===== config.mk =====
export PLATFORM = sky130hd
export DESIGN_NAME = regbank_burst
export DESIGN_NICKNAME = d
export VERILOG_FILES = /design/src/rtl/regbank_burst.sv
export SDC_FILE = /design/constraint.sdc
export NUM_CORES = 1
export LEC_CHECK = 0
export CORE_MARGIN = 5
export CORE_UTILIZATION = 28
export DETAILED_ROUTE_END_ITERATION = 7
export PLACE_DENSITY_LB_ADDON = 0.1
export SYNTH_ARGS = -nofsm -noshare
export SYNTH_HDL_FRONTEND = slang
export SYNTH_SLANG_ARGS = --single-unit

===== constraint.sdc =====
create_clock -name clk -period 64.3 [get_ports clk]
set_clock_uncertainty 0.2 [all_clocks]
set_input_delay 12.86 -clock clk [delete_from_list [all_inputs] [get_ports clk]]
set_output_delay 12.86 -clock clk [all_outputs]
set_load 0.02 [all_outputs]

===== src/rtl/regbank_burst.sv =====
// -----------------------------------------------------------------------------
// regbank_burst
//
// Register bank with two registered read ports and a single burst write
// port. A burst is opened with wr_start, carrying a start address and a
// length (beats minus one). The beats then stream in with a valid/ready
// handshake. The write pointer wraps modulo DEPTH. Holding read_write high
// pauses the burst without losing its place.
//
// Parameters
//   DATA_W  register/data width in bits
//   DEPTH   number of registers (power of two, >= 2)
//   LEN_W   width of the burst-length field
//
// Ports
//   clk, rst           clock, asynchronous active-high reset
//   read_write         0 = writes allowed, 1 = burst paused
//   wr_start           burst start request (honoured only in IDLE)
//   wr_addr, wr_len    burst start address and beats-minus-one
//   wr_valid, hrdatax1 write beat valid and data
//   wr_ready           beat accepted this cycle when high with wr_valid
//   wr_busy            burst in progress
//   wr_done            one-cycle pulse after the final beat
//   sr1, sr2           read addresses
//   rdata1, rdata2     registered read data (one-cycle latency)
//
// Configuration macro
//   REGBANK_BYPASS_EN  when defined, a read of the address being written in
//                      the same cycle returns the new beat (write-through).
//                      When undefined, the read returns the old contents.
// -----------------------------------------------------------------------------
module regbank_burst #(
   parameter int DATA_W = 32,
   parameter int DEPTH  = 16,
   parameter int LEN_W  = 4
) (
   input  logic                       clk,
   input  logic                       rst,
   input  logic                       read_write,
   input  logic                       wr_start,
   input  logic [$clog2(DEPTH)-1:0]   wr_addr,
   input  logic [LEN_W-1:0]           wr_len,
   input  logic                       wr_valid,
   input  logic [DATA_W-1:0]          hrdatax1,
   output logic                       wr_ready,
   output logic                       wr_busy,
   output logic                       wr_done,
   input  logic [$clog2(DEPTH)-1:0]   sr1,
   input  logic [$clog2(DEPTH)-1:0]   sr2,
   output logic [DATA_W-1:0]          rdata1,
   output logic [DATA_W-1:0]          rdata2
);

   localparam int AW = $clog2(DEPTH);

   typedef enum logic {IDLE, BURST} state_t;

   state_t              state_q;
   logic [AW-1:0]       ptr_q;
   logic [LEN_W-1:0]    cnt_q;
   logic                busy_q;
   logic                done_q;
   logic [DATA_W-1:0]   regs_q [DEPTH];
   logic [DATA_W-1:0]   rdata1_q, rdata2_q;
   logic [DATA_W-1:0]   rdata1_d, rdata2_d;
   logic                beatAccept;

   // wr_ready must respond in the same cycle that read_write changes, so it
   // is decoded directly from the state instead of being registered.
   assign wr_ready   = (state_q == BURST) && !read_write;
   assign beatAccept = wr_ready && wr_valid;

   assign wr_busy = busy_q;
   assign wr_done = done_q;
   assign rdata1  = rdata1_q;
   assign rdata2  = rdata2_q;

   // Burst control FSM. ptr/cnt are loaded on the start cycle and advance
   // only on accepted beats. A stall therefore holds them. busy/done are
   // registered alongside the state so they change on the same edge.
   always_ff @(posedge clk or posedge rst) begin
      if (rst) begin
         state_q <= IDLE;
         ptr_q   <= '0;
         cnt_q   <= '0;
         busy_q  <= 1'b0;
         done_q  <= 1'b0;
      end else begin
         done_q <= 1'b0;
         case (state_q)
            IDLE: begin
               if (wr_start && !read_write) begin
                  ptr_q   <= wr_addr;
                  cnt_q   <= wr_len;
                  state_q <= BURST;
                  busy_q  <= 1'b1;
               end
            end
            BURST: begin
               if (beatAccept) begin
                  ptr_q <= ptr_q + AW'(1);
                  if (cnt_q == '0) begin
                     state_q <= IDLE;
                     busy_q  <= 1'b0;
                     done_q  <= 1'b1;
                  end else begin
                     cnt_q <= cnt_q - LEN_W'(1);
                  end
               end
            end
            default: begin
               state_q <= IDLE;
               busy_q  <= 1'b0;
            end
         endcase
      end
   end

   // Storage array. Reset clears every register, including any a burst has
   // already written. This means an abandoned burst leaves no partial data.
   always_ff @(posedge clk or posedge rst) begin
      if (rst) begin
         for (int i = 0; i < DEPTH; i++) begin
            regs_q[i] <= '0;
         end
      end else if (beatAccept) begin
         regs_q[ptr_q] <= hrdatax1;
      end
   end

   // Read-port next values. With write-through enabled, a read that hits the
   // beat being written this cycle is forwarded from the write data.
   always_comb begin
      rdata1_d = regs_q[sr1];
      rdata2_d = regs_q[sr2];
`ifdef REGBANK_BYPASS_EN
      if (beatAccept && (sr1 == ptr_q)) begin
         rdata1_d = hrdatax1;
      end
      if (beatAccept && (sr2 == ptr_q)) begin
         rdata2_d = hrdatax1;
      end
`else
      rdata1_d = regs_q[sr1];
      rdata2_d = regs_q[sr2];
`endif
   end

   // Registered read ports. These update every cycle regardless of the FSM.
   always_ff @(posedge clk or posedge rst) begin
      if (rst) begin
         rdata1_q <= '0;
         rdata2_q <= '0;
      end else begin
         rdata1_q <= rdata1_d;
         rdata2_q <= rdata2_d;
      end
   end

endmodule


==> flow_summary.toml, run 1 <==
[outcome]
status = "finished clean"

[clock_network]
cts_hold_buf = 0
post-cts-setup-buffers = 0
ctsResizeCount = 0
root_buffer = "clkbuf_16"
cts_num_sinks = 587
path_clk_slew_ps = 50
clk_latency_ps = 630
cts_buffer_depth = 3
cts_buffers = 73
cts_tree = "done"
htreeDepth = 3

[die]
core_area_sq_mm = 0.102
die_area_sq_mm = 0.109
die_w_um = 331
fp.dieH_um = 331
start_util_pct = 28.3
io_pins = 120
rows = 117

[flow_run]
drv_cap = 0

[routing]
vias = 17000
drt-total-wl_mm = 89.2
wl_per_cell_um = 27.0
vias_per_cell = 5.16
drc = 0
detail-route-antenna-nets = 0
firstDrtPassIters = 4
wl_met3_mm = 3.90
met2WireLength_mm = 43.1
drt_first_iter_violations = 1048
wirelength_met1_mm = 39.7
highest_layer = "met5"

[grt]
antenna_found_initial = 8
grt_pass1_vias = 18700
grt_overflow = 0
grt_max_degree = 115
grt_pass1_wl_mm = 132
grt_use_total_pct = 16.6

[cells_and_area]
drive_gt1_share_pct = 48.5
multi_input_area_sq_mm = 0.0134
final.fill_count = 9989
seqCellArea_sq_mm = 0.0147
finalNetCount = 1933
syn_to_final_growth_pct = 17.6

[power_and_ir_drop]
p_sw_share_pct = 28.6
power_w = 0.00143
switchingPower_w = 0.000409
power.leakage_nw = 14.6
clkPwrFrac_pct = 29.7
pwr-share-seq_pct = 42.7
pwr-share-comb_pct = 27.6
max-vdd-ir-drop_mv = 0.0178
p_int_w = 0.00102
p_per_area_mw_per_mm2 = 42.2

[yosys]
seq_area_frac_synth_pct = 51.0
synthFlopType = "dfrtp_1"
yosys_register_bits = 587
yosysTopAreaCellShare_pct = 51.0
synthTopCellsByArea = "dfrtp_1 51%, mux4_2 20%, mux2_2 19%"
synth.distinct_cells = 38
syn-num-nets = 1873
ys_warn_count = 0
async_reset_ff_share_pct = 100
synth_edf_count = 0
syn_area_sq_mm = 0.0288
synth_top_area_cell = "dfrtp_1"
syn_inst = 1815
syn_area_per_cell_sq_um = 15.9

[sta]
finalSetupViolCount = 0
finalCritPeriodShare_pct = 42.3
tightest_slew_ps = 1060
relSlewSlack_pct = 29.5
post-route-min-period_ps = 27230
report.final.slew_viol_count = 0
hold_viol_final = 0
max_freq_mhz = 36.7
setup_tns_ps = 0
rsz0062_at_grt = "no"

[critical_path]
worstPathArrival_ps = 14170
crit_required_ps = 51240
end_kind = "output pin"
path_max_fanout = 8
startpoint_type = "primary input"
crit_type = "primary input to output pin"

[place]
io_buffer_count = 119
gp_congestion = 0.694
dpl.hpwl_mm = 46.2

[hold_path]
min_path_type = "register to register"
==> area by class of cell <==
class	instances	share of cell area, %
timing repair buffer	156	4.38
inverter	9	0.122
clock inverter	25	0.983
sequential	587	43.4
multi-input combinational	1048	39.7
tap	1368	5.06
antenna	4	0.0296
clock buffer	105	6.32
==> through the flow <==
step	area (sq um)	utilization, %	hold WS (ps)	cells	worst slack [ps]
global placement	31400	30.8	283	3168	37040
CTS	33800	33.2	308	3298	37080
finish	33800	33.2	302	3302	37070
global route	33800	33.2	326	3299	37000
floorplan	28800	-	269	1815	34810
detailed placement	31400	30.8	296	3168	37070
==> cell usage in the layout (no fill, tap or decap), drive strengths merged, types with 2 or more instances in the layout <==
cell,n
clkbuf,105
nor2b,9
diode,4
nand2b,2
nand3,7
buf,41
nor3b,3
o21ai,9
nor2,16
a22oi,128
nor3,2
clkinv,14
inv,12
and2,2
mux4,256
nand4,3
dfrtp,587
nand2,71
ha,5
mux2,512
a21oi,7
clkdlybuf4s50,115
bufinv,7
mux2i,4
and3b,4
==> metal layers <==
layer  track usage [%]  vias up
li1                  -     7179
met1              22.5     9349
met2              26.9      371
met3              3.06      139
met4              5.37        4
met5                 0        -
==> final timing paths <==
path	from	slack [ps]	depth (start not counted)	endpoint
min in group asynchronous	rst	12630	2	regs_q[413]
worst min-delay path	wr_busy	300	2	wr_busy
worst max-delay path	read_write	37070	3	wr_ready
worst min register to register	wr_busy	300	2	wr_busy
worst max register to register	ptr_q[2]	61090	4	regs_q[80]
max in group asynchronous	rst	48430	5	regs_q[437]
==> worst max-delay path, cell delays in order <==
cell and delay [ps]:
clkdlybuf4s50_1 530, nor2b_1 160, clkdlybuf4s50_1 620
==> synthesized netlist by cell type, types with 4 or more instances <==
library cell / instances
dfrtp_1: 587
a22oi_1: 128
and3b_1: 4
mux4_2: 256
mux2i_1: 4
o21ai_0: 9
mux2_2: 495
inv_1: 9
buf_2: 67
mux2_1: 17
clkbuf_1: 91
a21oi_1: 7
buf_4: 7
nand2_1: 70
nor2b_1: 8
ha_1: 5
nand3_1: 7
nor2_1: 16
==> power by group through the flow <==
| stage | Sequential, W | Combinational, W | Clock [W] |
|---|---|---|---|
| 6_report | 0.000610 | 0.000393 | 0.000425 |
| 5_1_grt | 0.000630 | 0.000425 | 0.000457 |
| 4_1_cts | 0.000609 | 0.000400 | 0.000442 |
| 3_5_place_dp | 0.000615 | 0.000399 | 0 |
| 3_3_place_gp | 0.000605 | 0.000391 | 0 |
| 2_1_floorplan | 0.000604 | 0.000282 | 0 |
==> sequential cells by signal (all words and copies together) (netlist names) <==
register	count
wr_busy	1
wr_done	1
state_q	1
regs_q	512
cnt_q	4
rdata2	32
rdata1	32
ptr_q	4
==> cell families after synthesis <==
family                     Yosys count  share of synthesized area [%]
buffers and inverters              180                           2.81
xor gates and xnor gates             1                         0.0304
DFF                                587                           51.0
adders and majority gates            5                          0.217
AOI/OAI and AO/OA                  148                           3.72
muxes                              772                           40.2
and+or+nand+nor                    122                           2.01
Power figures use the tool's default switching activity.
==> run 2: changes to the inputs <==
clock period = 22.8 ns   (was 64.3 ns; I/O delays follow)
==> run 2 against run 1 <==
Total power increased to 2.8 times the previous value. Via count increased by 0.66%. First-iteration DRC count decreased by 0.67%. Utilization decreased by 0.11 points. Critical endpoint unchanged. Highest routed layer unchanged.
==> flow_summary.toml, run 2 (synthesis results as in run 1) <==
[cells_and_area]
final_cell_mix = "587 x dfrtp_1, 495 x mux2_2, 256 x mux4_2"
finalNetCount = 1932
final_cell_area_sq_mm = 0.0337
final.fill_count = 9998
largest_reg_flops = 512
seqCellArea_sq_mm = 0.0147
stdcell_count = 3297
syn_to_final_growth_pct = 17.2
regMostFlops = "regs_q"
drive_gt1_share_pct = 48.0
multi_input_area_sq_mm = 0.0134
layout_commonest_cell = "dfrtp_1"

[clock_network]
ctsResizeCount = 0
root_buffer = "clkbuf_16"
cts_tree = "done"
clk_latency_ps = 630
cts_buffers = 73
cts_buffer_depth = 3
post-cts-setup-buffers = 0
cts_num_sinks = 587
path_clk_slew_ps = 50
cts_hold_buf = 0
htreeDepth = 3

[critical_path]
crit_required_ps = 18040
end_kind = "output pin"
startpoint_type = "primary input"
crit_type = "primary input to output pin"
worstPathArrival_ps = 5860
crit_top_cell = "clkdlybuf4s50_1"
path_max_fanout = 8
path_cells = "clkdlybuf4s50_1 > nor2b_1 > clkdlybuf4s50_1"
slowest_stage = "clkdlybuf4s50_1"
cp_slowest_stage_delay_ps = 610

[flow_run]
drv_cap = 0

[power_and_ir_drop]
power.leakage_nw = 14.6
power_w = 0.00399
max-vdd-ir-drop_mv = 0.0480
p_per_area_mw_per_mm2 = 118

[routing]
drt_first_iter_violations = 1041
detail-route-antenna-nets = 0
drt-total-wl_mm = 89.2
firstDrtPassIters = 5
wl_per_cell_um = 27.1
vias_per_cell = 5.20
drc = 0
vias = 17200

[die]
fp.dieH_um = 331
core_area_sq_mm = 0.102
io_pins = 120
die_area_sq_mm = 0.109
die_w_um = 331
start_util_pct = 28.3
rows = 117

[sta]
rsz0062_at_grt = "no"
report.final.slew_viol_count = 0
setup_tns_ps = 0
max_freq_mhz = 94.2
tightest_slew_ps = 1100
hold_viol_final = 0
post-route-min-period_ps = 10620
finalCritPeriodShare_pct = 46.6
relSlewSlack_pct = 27.0
finalSetupViolCount = 0

[grt]
grt_use_total_pct = 16.5
antenna_found_initial = 5
grt_max_degree = 97
grt_pass1_wl_mm = 132
grt_pass1_vias = 18800
grt_overflow = 0

[place]
dpl.hpwl_mm = 45.9
io_buffer_count = 119
dp.cells = 3167
gp_congestion = 0.683
dpl-instance-area_sq_mm = 0.0314

[hold_path]
min_path_type = "register to register"

[outcome]
status = "finished clean"
[run 2: cell types whose count changed in the layout (fill, tap and decap cells not counted)]
cell	delta
clkinv_2	-2
bufinv_16	-4
buf_4	-1
clkinv_8	+2
diode_2	-3
clkinv_4	-5
clkinvlp_4	-1
clkbuf_1	+8
inv_16	+1
[run 2: per-stage QoR]
step	hold WS, ps	utilization, %	setup slack (ps)
5_1_grt	328	33.1	12120
6_report	306	33.1	12180
4_1_cts	308	33.1	12170
3_3_place_gp	283	30.8	12160
3_5_place_dp	295	30.8	12180
2_1_floorplan	269	-	1610
[run 2: path summary, 6_finish.rpt]
check                            start     endpoint  depth (start not counted)  slack [ps]
hold reg to reg            regs_q[207]  regs_q[207]                          1         310
max in group asynchronous          rst  regs_q[173]                          5       14970
min in group asynchronous          rst  regs_q[413]                          2        4260
setup reg to reg              ptr_q[2]    regs_q[4]                          4       19520
hold / removal             regs_q[207]  regs_q[207]                          1         310
setup / recovery            read_write     wr_ready                          3       12180
[run 2: area by class of cell]
type                            instances  share of cell area (%)
Sequential cell                       587                    43.5
Multi-Input combinational cell       1048                    39.8
Clock buffer                          113                    6.43
Tap cell                             1368                    5.07
Timing Repair Buffer                  155                    4.37
Clock inverter                         16                   0.605
Inverter                                9                   0.122
Antenna cell                            1                 0.00742
[run 2: power by group]
part           leakage, nW  internal [W]  switching (W)
Sequential            7.69       0.00145       0.000275
Combinational         5.72      0.000692       0.000417
Clock                 1.17      0.000690       0.000468
[run 2: worst max-delay path, delay by kind of cell]
family                 cells  cell delay, ps
and+or+nand+nor            1             150
buffers and inverters      2            1140
[run 2: metal layers]
layer	share of wire [%]	wire [um]	GRT usage (%)
met1	45	40200	23.0
met2	48	42800	26.8
met3	4.9	4380	3.07
met4	2.0	1820	3.91
met5	0.038	34	0
==> run 3: changes to the inputs <==
clock period = 10.9 ns   (was 22.8 ns; I/O delays follow)
==> run 3 against run 2 <==
Critical path depth did not move. Die area did not move. Worst hold slack got worse by 2.8 ps. Register-to-register slack got worse by 12000 ps. Via count rose by 0.15%. Global-route usage rose by 0.28 points. Final cell count barely moved. Utilization rose by 0.071 points.
==> flow_summary.toml, run 3 (synthesis results as in run 1) <==
[cells_and_area]
final_cell_mix = "587 x dfrtp_1, 495 x mux2_2, 256 x mux4_2"
syn_to_final_growth_pct = 17.4
finalNetCount = 1934
layout_commonest_cell = "dfrtp_1"
regMostFlops = "regs_q"
largest_reg_flops = 512
final.fill_count = 9993
final_cell_area_sq_mm = 0.0338
final_core_util_pct = 33.2
drive_gt1_share_pct = 48.4

[die]
start_util_pct = 28.3
rows = 117
die_area_sq_mm = 0.109
die_w_um = 331
fp.dieH_um = 331
io_pins = 120
core_area_sq_mm = 0.102

[sta]
hold_viol_final = 0
fin_hold_ws_ps = 304
setup_tns_ps = 0
report.final.slew_viol_count = 0
post-route-min-period_ps = 5860
finalCritPeriodShare_pct = 53.7
rsz0062_at_grt = "no"
finalSetupViolCount = 0
setup_ws_ps = 5040
relSlewSlack_pct = 29.2
max_freq_mhz = 171
tightest_slew_ps = 1060

[critical_path]
worstPathArrival_ps = 3480
cp_slowest_stage_delay_ps = 620
path_max_fanout = 8
crit_type = "primary input to output pin"
slowest_stage = "clkdlybuf4s50_1"
r2r_slack_ps = 7460
path_cells = "clkdlybuf4s50_1 > nor2b_1 > clkdlybuf4s50_1"
r2r_cells = 4
startpoint_type = "primary input"
worst-path-buf-inv = 2
crit_family = "buffers and inverters"
crit_required_ps = 8520
worstSetupEndpoint = "wr_ready"
end_kind = "output pin"
crit_cells = 3
critPathLaunch = "read_write"
crit_top_cell = "clkdlybuf4s50_1"
r2r-start = "state_q"
timing.rr.end = "regs_q[13]"

[clock_network]
ctsResizeCount = 0
htreeDepth = 3
path_clk_slew_ps = 60
cts_tree = "done"
post-cts-setup-buffers = 0
cts_buffers = 74
cts_num_sinks = 587
cts_buffer_depth = 3
clk_latency_ps = 620
cts_hold_buf = 0
root_buffer = "clkbuf_16"

[grt]
grt_pass1_wl_mm = 134
antenna_found_initial = 5
grt_overflow = 0
grt_pass1_vias = 18900
grt_max_degree = 167
grt_use_total_pct = 16.7

[hold_path]
min_path_type = "register to register"
hold_depth = 1

[power_and_ir_drop]
max-vdd-ir-drop_mv = 0.0949
power.leakage_nw = 14.6
p_per_area_mw_per_mm2 = 248

[place]
gp_congestion = 0.707
dpl.hpwl_mm = 46.0
dpl_worst_slack_ps = 5030
io_buffer_count = 119
dpl-instance-area_sq_mm = 0.0314

[routing]
drt-total-wl_mm = 91.1
drc = 0
wl_per_cell_um = 27.6
vias_per_cell = 5.21
detail-route-antenna-nets = 0
vias = 17200
drt_first_iter_violations = 1018
firstDrtPassIters = 5

[flow_run]
drv_cap = 0

[outcome]
status = "finished clean"
[run 3: cell types whose count changed in the layout (fill, tap and decap cells not counted), moves of 2 or more]
| cell | change |
|---|---|
| nand3_4 | -3 |
| nand3_2 | +3 |
| buf_12 | +3 |
| clkbuf_1 | -6 |
| buf_4 | -2 |
| clkinv_2 | +4 |
| clkbuf_8 | +3 |
[run 3: power breakdown]
group          leakage (nW)  total [W]  internal (W)  switching (W)
Clock                  1.20    0.00245       0.00147       0.000981
Combinational          5.72    0.00231       0.00145       0.000860
Sequential             7.69    0.00362       0.00303       0.000583
Total                  14.6    0.00838       0.00595        0.00242
[run 3: metal layers]
metal | wire length (um) | global-route usage, % | vias to the layer above
li1 | - | - | 7166
met4 | 2280 | 4.85 | 6
met2 | 42000 | 26.3 | 451
met5 | 41 | 0 | -
met1 | 41100 | 23.1 | 9408
met3 | 5630 | 4.12 | 149
[run 3: layout make-up]
| type | count | area (sq um) | area share [%] |
|---|---|---|---|
| Timing Repair Buffer | 156 | 1520 | 4.49 |
| Clock buffer | 111 | 2210 | 6.55 |
| Clock inverter | 19 | 211 | 0.625 |
| Multi-Input combinational cell | 1048 | 13400 | 39.7 |
| Tap cell | 1368 | 1710 | 5.06 |
| Sequential cell | 587 | 14700 | 43.4 |
| Inverter | 9 | 37.5 | 0.111 |
| Antenna cell | 2 | 5.00 | 0.0148 |
[run 3: how the worst min path moves through the flow]
stage,from,endpoint,slack [ps]
finish,regs_q[164],regs_q[164],300
global route,wr_busy,wr_busy,330
CTS,regs_q[164],regs_q[164],310
detailed placement,regs_q[164],regs_q[164],290
global placement,regs_q[381],regs_q[381],280
floorplan,cnt_q[0],cnt_q[0],270
[run 3: metrics by stage]
step,power (W),instances
after floorplan,0.00522,1815
after global placement,0.00588,3168
after detailed placement,0.00598,3168
after CTS,0.00850,3298
after global routing,0.00886,3299
final,0.00838,3300
[run 3: worst reg2reg max path: stages (launching register included)]
cell and delay (ps):
dfrtp_1 930, nand2_1 390, nor2_4 810, buf_4 590, mux2_2 410
